===== src/rtl/decode_stage.sv =====
`timescale 1ns/1ps
`default_nettype none
// ============================================================================
//  Module   : decode_stage
//  Purpose  : Registered instruction-decode stage with a 2-entry skid buffer,
//             synchronous flush and a wrapping retired-decode counter.
//  Revision : 1.0 - initial release
// ============================================================================
module decode_stage #(
    parameter int INSTR_W  = 16,
    parameter int OPCODE_W = 4,
    parameter int REG_W    = 3,
    parameter int DATA_W   = 16,
    parameter int PC_W     = 16,
    parameter logic [OPCODE_W-1:0] OP_R_TYPE = '0,
    parameter logic [OPCODE_W-1:0] OP_J      = 4'hC,
    parameter logic [OPCODE_W-1:0] OP_JAL    = 4'hD,
    parameter logic [OPCODE_W-1:0] OP_JR     = 4'hE,
    parameter logic [REG_W-1:0]    LINK_REG  = 3'd7,
    parameter int CNT_W    = 16
) (
    input  logic                            clk,
    input  logic                            rst,
    input  logic                            flush,
    input  logic                            in_valid,
    output logic                            in_ready,
    input  logic [INSTR_W-1:0]              in_instr,
    input  logic [PC_W-1:0]                 in_pc,
    output logic                            out_valid,
    input  logic                            out_ready,
    output logic [OPCODE_W-1:0]             out_opcode,
    output logic [REG_W-1:0]                out_rs,
    output logic [REG_W-1:0]                out_rt,
    output logic [REG_W-1:0]                out_rd,
    output logic [INSTR_W-OPCODE_W-3*REG_W-1:0] out_funct,
    output logic [DATA_W-1:0]               out_imm,
    output logic [INSTR_W-OPCODE_W-1:0]     out_jtarget,
    output logic                            out_is_r,
    output logic                            out_is_i,
    output logic                            out_is_j,
    output logic                            out_wr_en,
    output logic [REG_W-1:0]                out_wr_reg,
    output logic [PC_W-1:0]                 out_pc,
    output logic [CNT_W-1:0]                decode_count
);

    localparam int FUNCT_W = INSTR_W - OPCODE_W - 3*REG_W;
    localparam int IMM_W   = INSTR_W - OPCODE_W - 2*REG_W;
    localparam int JT_W    = INSTR_W - OPCODE_W;

    localparam logic [1:0] c_EMPTY = 2'd0;
    localparam logic [1:0] c_ONE   = 2'd1;
    localparam logic [1:0] c_FULL  = 2'd2;

    localparam logic [CNT_W-1:0] c_CNT_ONE = {{(CNT_W-1){1'b0}}, 1'b1};

    typedef struct packed {
        logic [OPCODE_W-1:0] opcode;
        logic [REG_W-1:0]    rs;
        logic [REG_W-1:0]    rt;
        logic [REG_W-1:0]    rd;
        logic [FUNCT_W-1:0]  funct;
        logic [DATA_W-1:0]   imm;
        logic [JT_W-1:0]     jtarget;
        logic                is_r;
        logic                is_i;
        logic                is_j;
        logic                wr_en;
        logic [REG_W-1:0]    wr_reg;
        logic [PC_W-1:0]     pc;
    } entry_t;

    logic [1:0]        r_state;
    entry_t            r_main;
    entry_t            r_skid;
    logic              r_rdy_en;
    logic [CNT_W-1:0]  r_count;

    entry_t            w_dec;
    logic [DATA_W-1:0] w_imm_ext;
    logic              w_accept;
    logic              w_hs;

    generate
        if (DATA_W > IMM_W) begin : g_imm_sext
            assign w_imm_ext = {{(DATA_W-IMM_W){in_instr[IMM_W-1]}}, in_instr[IMM_W-1:0]};
        end else begin : g_imm_trunc
            assign w_imm_ext = in_instr[DATA_W-1:0];
        end
    endgenerate

    always_comb begin
        w_dec         = '0;
        w_dec.opcode  = in_instr[INSTR_W-1 -: OPCODE_W];
        w_dec.rs      = in_instr[INSTR_W-OPCODE_W-1 -: REG_W];
        w_dec.rt      = in_instr[INSTR_W-OPCODE_W-REG_W-1 -: REG_W];
        w_dec.rd      = in_instr[INSTR_W-OPCODE_W-2*REG_W-1 -: REG_W];
        w_dec.funct   = in_instr[FUNCT_W-1:0];
        w_dec.imm     = w_imm_ext;
        w_dec.jtarget = in_instr[JT_W-1:0];
        w_dec.pc      = in_pc;
        w_dec.is_r    = (w_dec.opcode == OP_R_TYPE);
        w_dec.is_j    = (w_dec.opcode == OP_J) || (w_dec.opcode == OP_JAL) ||
                        (w_dec.opcode == OP_JR);
        w_dec.is_i    = !(w_dec.is_r || w_dec.is_j);
        if (w_dec.is_r) begin
            w_dec.wr_en  = 1'b1;
            w_dec.wr_reg = w_dec.rd;
        end else if (w_dec.opcode == OP_JAL) begin
            w_dec.wr_en  = 1'b1;
            w_dec.wr_reg = LINK_REG;
        end else if (w_dec.is_j) begin
            w_dec.wr_en  = 1'b0;
            w_dec.wr_reg = '0;
        end else begin
            w_dec.wr_en  = 1'b1;
            w_dec.wr_reg = w_dec.rt;
        end
    end

    // in_ready stays low during reset and until the first edge after it.
    assign in_ready  = r_rdy_en && (r_state != c_FULL);
    assign out_valid = (r_state != c_EMPTY);
    assign w_accept  = in_valid && in_ready;
    assign w_hs      = out_valid && out_ready;

    always_ff @(posedge clk or posedge rst) begin
        if (rst) begin
            r_state  <= c_EMPTY;
            r_main   <= '0;
            r_skid   <= '0;
            r_rdy_en <= 1'b0;
            r_count  <= '0;
        end else begin
            r_rdy_en <= 1'b1;
            if (flush) begin
                r_state <= c_EMPTY;
            end else begin
                case (r_state)
                    c_EMPTY: begin
                        if (w_accept) begin
                            r_main  <= w_dec;
                            r_state <= c_ONE;
                        end
                    end
                    c_ONE: begin
                        if (w_accept && !w_hs) begin
                            r_skid  <= w_dec;
                            r_state <= c_FULL;
                        end else if (w_accept && w_hs) begin
                            r_main  <= w_dec;
                            r_state <= c_ONE;
                        end else if (w_hs) begin
                            r_state <= c_EMPTY;
                        end
                    end
                    c_FULL: begin
                        if (w_hs) begin
                            r_main  <= r_skid;
                            r_state <= c_ONE;
                        end
                    end
                    default: r_state <= c_EMPTY;
                endcase
                if (w_hs) begin
                    r_count <= r_count + c_CNT_ONE;
                end
            end
        end
    end

    assign out_opcode   = r_main.opcode;
    assign out_rs       = r_main.rs;
    assign out_rt       = r_main.rt;
    assign out_rd       = r_main.rd;
    assign out_funct    = r_main.funct;
    assign out_imm      = r_main.imm;
    assign out_jtarget  = r_main.jtarget;
    assign out_is_r     = r_main.is_r;
    assign out_is_i     = r_main.is_i;
    assign out_is_j     = r_main.is_j;
    assign out_wr_en    = r_main.wr_en;
    assign out_wr_reg   = r_main.wr_reg;
    assign out_pc       = r_main.pc;
    assign decode_count = r_count;

endmodule
`default_nettype wire


===== config.mk =====
export PLATFORM = sky130hd
export DESIGN_NAME = decode_stage
export DESIGN_NICKNAME = d
export VERILOG_FILES = /design/src/rtl/decode_stage.sv
export SDC_FILE = /design/constraint.sdc
export NUM_CORES = 1
export LEC_CHECK = 0
export BUFFER_PORTS_ARGS = -buffer_cell sky130_fd_sc_hd__buf_2
export CELL_PAD_IN_SITES_DETAIL_PLACEMENT = 0
export CELL_PAD_IN_SITES_GLOBAL_PLACEMENT = 1
export CORE_ASPECT_RATIO = 1.2
export CORE_MARGIN = 1.5
export CORE_UTILIZATION = 37
export CTS_CLUSTER_DIAMETER = 120
export DETAILED_ROUTE_END_ITERATION = 8
export PLACE_DENSITY_LB_ADDON = 0.1
export SKIP_CTS_REPAIR_TIMING = 1
export SYNTH_ARGS = -nofsm -noshare
export SYNTH_HDL_FRONTEND = slang
export SYNTH_SLANG_ARGS = --single-unit

===== constraint.sdc =====
create_clock -name clk -period 2.55 [get_ports clk]
set_input_delay 0.1275 -clock clk [delete_from_list [all_inputs] [get_ports clk]]
set_output_delay 0.1275 -clock clk [all_outputs]
set_load 0.02 [all_outputs]

# Yosys cells after proc, flatten, opt, wreduce, memory -nomap -nowiden
# Index checks and enable logic that the tools add are counted.
classes:
  n_addsub: 1
  n_mul: 0
  div_mod_pow: 0
  n_lt_le_gt_ge: 0
  n_eq_ne: 13
  shifts: 0
  mux: 15
  bitwise: 1
  reduce_logical: 18
op_table:
  columns: ["op", "count"]
  rows:
  - ["2-to-1 mux 67 bit", 4]
  - ["one-hot mux 67 bit (3 select lines)", 1]
  - ["adder 16 x 1 -> 16 bit (second input constant)", 1]
  - ["equality test 4 bit (second input constant)", 3]
  - ["2-to-1 mux 2 bit", 6]
  - ["2-to-1 mux 4 bit", 3]
  - ["!= test 2 bit (second input constant)", 5]
  - ["!= test 3 bit (second input constant)", 2]
  - ["one-hot mux 2 bit (3 select lines)", 1]
  - ["AND reduction 3 bit", 2]
  - ["AND reduction 6 bit", 1]
  - ["logical AND 1 bit", 5]
  - ["!= test 5 bit (second input constant)", 1]
  - ["zero test 4 bit", 1]
  - ["logical OR 1 bit", 3]
  - ["nonzero test 3 bit", 1]
  - ["equality test 2 x 1 -> 1 bit (second input constant)", 1]
  - ["equality test 2 bit (second input constant)", 1]
  - ["zero test 1 bit", 2]
  - ["zero test 2 bit", 1]
  - ["AND reduction 2 bit", 1]
  - ["nonzero test 2 bit", 1]
  - ["inverter 1 bit", 1]
totals:
  register_bits: 143
  latchBits: 0
  mem_bits_rw: 0
  romBits: 0
  input_bits: 37
  output_inout_bits: 85
  word_cells: 77
  n_memories: 0

# Depth between registers and ports, before layout
# Gate-level depths: netlist (run 1).
depth:
  ltp_word: 9
  depth_mapped: 6
  depth_no_buf: 4

# Least setup slack after synthesis (run 1)
# Ideal clock, no wire load.
synth_path:
  path_kind: "register to register"
  start: "register r_state[1]"
  end: "register r_skid[0] (netlist bit)"
  setup_ns: 0.125
  t_arrival_ns: 1.574
  required_ns: 2.425
  slack_ns: 0.850
  stages_incl_launch_ff: 6
  n_path_buf: 2
  synth_period_minus_slack_ns: 1.700
  path_cell_list: "dfrtp_1 -> nand4bb_4 -> or3b_1 -> buf_4 -> buf_6 -> mux2_4"
synth_between:
  elab_chain_len: 5
  elab_cells_between_ends: 9
synth_rtl:
  columns: ["element", "line", "source"]
  rows:
  - ["start, declared", "73", "logic [1:0] r_state;"]
  - ["start signal, assigned", "129", "r_state <= c_EMPTY;"]
  - ["start signal, assigned", "137", "r_state <= c_EMPTY;"]
  - ["start signal, assigned", "143", "r_state <= c_ONE;"]
  - ["!= test 2 bit or nonzero test 2 bit (tied branches)", "122, 123", null]
  - ["logical AND 1 bit (on tied branches)", "122, 125", null]
  - ["logical AND 1 bit or zero test 1 bit (tied branches)", "124, 147", null]
  - ["logical AND 1 bit", "147", "if (w_accept && !w_hs) begin"]
  - ["AND reduction 3 bit (no source line) (*)", null, null]
  - ["end signal, assigned", "148", "r_skid <= w_dec;"]
  - ["end, declared", "75", "entry_t r_skid;"]
# Mark *: on every way between the ends. The rest lies on a longest branch, timed or not.
# A chain may end at the register's enable or synchronous reset.

# Worst setup path in the final report (run 1)
layout_path:
  start: "register r_state[1]"
  end: "register r_skid[52] (netlist bit)"
# Same word-level chain as after synthesis.

==> key figures, run 1 <==
Status
  – Outcome: complete, but fails checks
  – Failing checks: negative hold slack

Route
  – WL final: between 9000 and 10000 um
  – Routed via count: around 3300
  – Avg Vias per Cell: between 4 and 5
  – Total iterations of the first detailed-routing run: 4
  – Post-DRT Antenna Nets: 0
  – Drt drc: 0
  – Routed WL per cell: 14.6 um
  – Drt initial violations: 140

Layout
  – NumNets Final: about 550
  – Area delta synth->final: 19.2%
  – Final cell count without fillers: 679
  – Max FFs per register: 39
  – Layout cells sized above 1: 0.367
  – N_diodes: 0
  – Filler Cell Count: between 1000 and 1500
  – Final instance area: 5490 um2
  – Largest reg by FF count: r_skid

Yosys
  – Syn nets: between 400 and 500
  – Mean Syn Cell Area: ~11 um2
  – Cells after synthesis: around 420
  – Commonest cells in the netlist: 97 x dfrtp_1, 81 x nand2_1, 39 x nor2_1, 34 x a31oi_1, 33 x mux2_4
  – Post-synth EDFFs: 0
  – Yosys reg bits: between 90 and 100
  – Top-count cell post-synth: dfrtp_1
  – Post-synthesis async set-or-reset flop share: 1.00
  – Yosys top cell by area: dfrtp_1
  – Sequential cell area fraction in the yosys report: 0.527
  – Synth warn: 0
  – Post-synth top flop: dfrtp_1
  – Largest cells by area after synthesis: dfrtp_1 53%, mux2_4 11%, nand2_1 6.6%
  – Post-synth top area share: 0.527
  – Netlist cell types: 42
  – Post-Syn Area: between 4000 and 5000 um2

Floorplanning
  – Die area: roughly 13000 um2
  – Ports: 122
  – Initial Util: 0.380
  – Num rows: 44
  – Die width: around 100 um
  – Die Span Y: between 100 and 150 um
  – CORE AREA: 12100 um2

CTS
  – CTS tree: yes
  – Clk_lat worst skew: around 0.34 ns
  – CTS sink cnt: just under 100
  – Total CTS buffers: 9
  – Clk buf depth: 2
  – Clk slew on worst S/H paths: roughly 0.06 ns
  – H-tree depth: 3
  – CTS Root Cell: clkbuf_16

STA
  – Fin crit share: 0.841
  – Post-route minimum period: between 2 and 2.5 ns
  – Tightest Pin Transition: roughly 0.77 ns
  – Peak Freq: between 400 and 500 MHz
  – RSZ-0062 raised after global routing: no
  – Setup_tns: 0 ns
  – # setup viols final: 0
  – Hold Worst Slack: -0.00326 ns
  – Worst Skew: around 0.0068 ns
  – Slew headroom: 0.483
  – Final hold vios: 1
  – Max Slew Vio Count: 0

Setup path
  – Worst Path Arrival: 2.37 ns
  – Critical path class: flop to flop
  – Required time of the critical path: 2.78 ns
  – Slowest-stage cell, CP: or3b_2
  – Crit path buffers/inverters: 1
  – Crit path largest cell delay: between 0.6 and 0.7 ns
  – Flop2flop setup slack: just over 0.4 ns
  – Largest fanout on the critical path: 21
  – Cell breakdown of the critical path: nand4bb_4 -> or3b_2 -> buf_4 -> mux2_4
  – Top delay family on crit path: simple AND/OR/NAND/NOR gates
  – Crit path capture type: flop
  – Setup crit start kind: flop

Place
  – Dpl cell area: 5180 um2
  – GP Congestion: approximately 0.70
  – Estimated wirelength of the detail-placed design: roughly 6900 um
  – Buffers on Ports: about 120
  – DP Cell Count: between 600 and 700

Pwr
  – Leakage: between 0.002 and 0.003 uW
  – PnR Total Power: between 4000 and 5000 uW
  – Power Dens Cells: approximately 810 nW/um2
  – Worst IR Drop VDD: ~0.00044 V

Flow run
  – Max cap viols: 0

GRT
  – Grt ovf: 0
  – Initial antenna violation count: 0
  – Total track usage: 0.161
  – First-pass GRT wire length: 16800 um
  – Largest net degree at the start of global routing: 54
  – Vias in the first global route: approximately 3300

Hold path
  – Min-delay worst type: input pin to flop
-- metrics by stage --
step	util	hold slack [ns]	setup slack, ns
2_1_floorplan	-	0.193	0.850
3_3_place_gp	0.428	0.246	0.449
3_5_place_dp	0.428	0.257	0.397
4_1_cts	0.452	-0.116	0.398
5_1_grt	0.453	0.0144	0.328
6_report	0.453	-0.00326	0.405
-- layer usage --
metal / global-route usage / routed length, um / up-vias
met5: 0 / 0 / -
met4: 0.0725 / 202 / 0
met3: 0.0250 / 427 / 12
met2: 0.248 / 4480 / 88
met1: 0.222 / 4770 / 1589
li1: - / - / 1610
-- placed cells by master (no fill, tap or decap), types with 2 or more instances in the layout --
master / count
dfrtp_1: 97
clkinvlp_4: 2
xnor2_1: 14
a211o_1: 3
o211ai_1: 4
mux2_4: 33
a31oi_1: 34
buf_12: 3
mux2_2: 5
o21ai_0: 6
nand3_1: 2
and3_1: 8
buf_2: 121
clkbuf_16: 9
buf_4: 5
and2_1: 3
nand4_1: 10
nand2b_1: 2
nor2b_1: 4
o21a_1: 2
nand2_1: 81
nor2_1: 39
clkinv_2: 3
a22oi_1: 3
-- cell families (layout without fill, tap and decap cells) --
kind of cell,Yosys count,in the layout,share of synthesized area
simple gates,159,159,0.158
flops,97,97,0.527
compound gates,58,58,0.0834
buf+inv,54,148,0.0769
mux,39,39,0.122
xor+xnor,15,15,0.0285
fa+ha+maj,1,1,0.00272
other cells,1,1,0.000814
-- worst register-to-register path, delay by kind of cell, from the launching register on --
| kind | cells | cell delay [ns] |
|---|---|---|
| buffers and inverters | 1 | 0.33 |
| multiplexers | 1 | 0.35 |
| flip-flops | 1 | 0.45 |
| AND/OR/NAND/NOR | 2 | 0.91 |
-- path summary, 6_finish.rpt --
check / start / end / cells after the start
max in group asynchronous: rst / out_imm[14] / 4
max: r_state[1] / r_skid[52] / 4
min reg2reg: decode_count[15] / decode_count[15] / 1
max reg2reg: r_state[1] / r_skid[52] / 4
min in group asynchronous: rst / r_skid[54] / 3
min: flush / r_state[0] / 2
-- area by class of cell --
cell class / instances / area, um2 / share of cell area
Clock buffer: 9 / 225 / 0.0410
Clock inverter: 7 / 70.1 / 0.0128
Inverter: 2 / 11.3 / 0.00205
Multi-Input combinational cell: 273 / 1840 / 0.335
Sequential cell: 97 / 2430 / 0.442
Tap cell: 161 / 201 / 0.0367
Timing Repair Buffer: 130 / 713 / 0.130
-- report_power, final --
part           internal (uW)  switching (uW)
clock                    760             586
sequential              1820             194
combinational            471             635
Power figures use the tool's default switching activity.
==> run 2: changes to the inputs <==
- CORE_UTILIZATION: 37 -> 40
- clock period: 2.55 -> 2.2 ns (I/O delays scaled with it)
==> run 2 against run 1 <==
Compared with the run above: the run now ends clean; largest power group unchanged; highest routed layer unchanged; global-route usage grew 0.58 points; clock skew fell by 0.0019 ns; clock-buffer cell count rose by 1; power rose by 15%.
==> key figures, run 2 (synthesis gave the netlist of run 1 again) <==
Layout
  – NumNets Final: roughly 550
  – Largest reg by FF count: r_skid
  – Reg area: 2430 um2
  – Leading cell type in the layout, fill and taps excluded: buf_2
  – Layout cells sized above 1: 0.365
  – Most frequent cells in the layout: 121 x buf_2, 97 x dfrtp_1, 81 x nand2_1
  – Max FFs per register: 39
  – N_diodes: 0
  – Area delta synth->final: 18.8%
  – Filler Cell Count: between 1000 and 1500
  – Area of the multi-input gates: between 1500 and 2000 um2

Setup path
  – Required time of the critical path: 2.42 ns
  – Crit Reg-Reg Endpoint: r_skid[13]
  – Cell breakdown of the critical path: nand4bb_4 -> or3b_4 -> mux2_4
  – Worst r2r src: r_state[1]
  – Crit path largest cell delay: roughly 0.69 ns
  – Flop2flop setup slack: roughly 0.21 ns
  – Slowest-stage cell, CP: or3b_4
  – Worst reg-to-reg path cell count: 3
  – Critical path class: flop to flop
  – Largest fanout on the critical path: 43
  – Setup crit start kind: flop
  – Worst Path Arrival: 2.20 ns
  – Crit path capture type: flop

GRT
  – Grt ovf: 0
  – Vias in the first global route: 3214
  – Total track usage: 0.166
  – Largest net degree at the start of global routing: 44
  – Initial antenna violation count: 0
  – First-pass GRT wire length: roughly 16000 um

STA
  – Max Slew Vio Count: 0
  – Worst Skew: approximately 0.0049 ns
  – Final hold vios: 0
  – Tightest Pin Transition: 0.862 ns
  – RSZ-0062 raised after global routing: no
  – # setup viols final: 0
  – Peak Freq: 503 MHz
  – Fin crit share: 0.903
  – Hold Worst Slack: roughly 0.021 ns
  – Setup_tns: 0 ns
  – Slew headroom: 0.425
  – Post-route minimum period: approximately 2.0 ns

Hold path
  – Min-delay worst type: input pin to flop
  – WHS Endpoint: r_skid[2]
  – WHS Path Cells: 2
  – Hold path startpoint: in_pc[2]

Floorplanning
  – Num rows: between 40 and 50
  – CORE AREA: 11100 um2
  – Initial Util: 0.413
  – Die width: around 100 um
  – Ports: approximately 120
  – Die area: 12200 um2
  – Die Span Y: roughly 120 um

CTS
  – H-tree depth: 3
  – CTS Root Cell: clkbuf_16
  – Total CTS buffers: 9
  – CTS sink cnt: 97
  – Clk buf depth: 2
  – CTS tree: yes
  – Clk_lat worst skew: 0.33 ns
  – Clk slew on worst S/H paths: about 0.070 ns

Place
  – Buffers on Ports: 121
  – GP Congestion: approximately 0.74
  – Estimated wirelength of the detail-placed design: ~6600 um

Pwr
  – Clk pwr share: 0.295
  – Psw: 1600 uW
  – Power Dens Cells: 937 nW/um2
  – Switching share of power: 0.311
  – Combinational share of power: 0.250
  – Worst IR Drop VDD: between 0.0004 and 0.0005 V
  – Leakage: about 0.0027 uW
  – Int Pwr: about 3500 uW
  – Sequential share of power: 0.455

Route
  – Routed via count: between 3000 and 4000
  – Drt drc: 0
  – Met1 WL: approximately 4400 um
  – DR WL met2: ~4600 um
  – Wire length on met3: between 300 and 400 um
  – WL final: around 9600 um
  – Routed WL per cell: 14.3 um
  – Avg Vias per Cell: ~4.8
  – Total iterations of the first detailed-routing run: 4
  – Post-DRT Antenna Nets: 0
  – Drt initial violations: 161
  – Top sig layer: met4

Flow run
  – Max cap viols: 0

Status
  – Outcome: complete, no violations
run 2: layer usage:
metal,vias up,GRT usage
met2,70,0.283
met4,0,0.0547
met3,10,0.0341
met1,1540,0.211
li1,1604,-
met5,-,0
run 2: power by group through the flow:
stage / Sequential (uW) / Combinational [uW] / Clock [uW]
3_5_place_dp: 2360 / 1300 / 0
4_1_cts: 2340 / 1300 / 1570
6_report: 2330 / 1280 / 1510
3_3_place_gp: 2360 / 1280 / 0
5_1_grt: 2380 / 1400 / 1620
2_1_floorplan: 2550 / 790 / 0
run 2: worst max-delay path by stage:
stage | start | to | cells past startpoint
final | r_state[1] | r_skid[13] | 3
after detailed placement | r_state[1] | r_skid[4] | 3
after global routing | r_state[1] | r_skid[66] | 3
after global placement | r_state[1] | r_skid[4] | 3
after floorplan | r_state[1] | r_skid[0] | 5
after CTS | r_state[1] | r_skid[6] | 3
run 2: layout make-up:
class	count	area share
multi-input cells	273	0.338
well taps	154	0.0352
flip-flops and latches	97	0.444
inverters	2	0.00206
clock inverters	6	0.0108
clock buffers	10	0.0419
repair buffers	130	0.129
run 2: stage by stage:
| stage | power [uW] | instances | utilization | setup slack [ns] | instance area, um2 |
|---|---|---|---|---|---|
| 6_report | 5120 | 672 | 0.491 | 0.213 | 5470 |
| 5_1_grt | 5410 | 672 | 0.491 | 0.154 | 5470 |
| 4_1_cts | 5210 | 670 | 0.489 | 0.223 | 5450 |
| 3_5_place_dp | 3660 | 654 | 0.463 | 0.236 | 5160 |
| 3_3_place_gp | 3640 | 654 | 0.463 | 0.285 | 5160 |
| 2_1_floorplan | 3340 | 424 | - | 0.500 | 4610 |
run 2: critical path: cells and delay by family, from the launching register on:
kind             cells  cell delay [ns]
and+or+nand+nor      2             0.95
DFF                  1             0.47
muxes                1             0.41
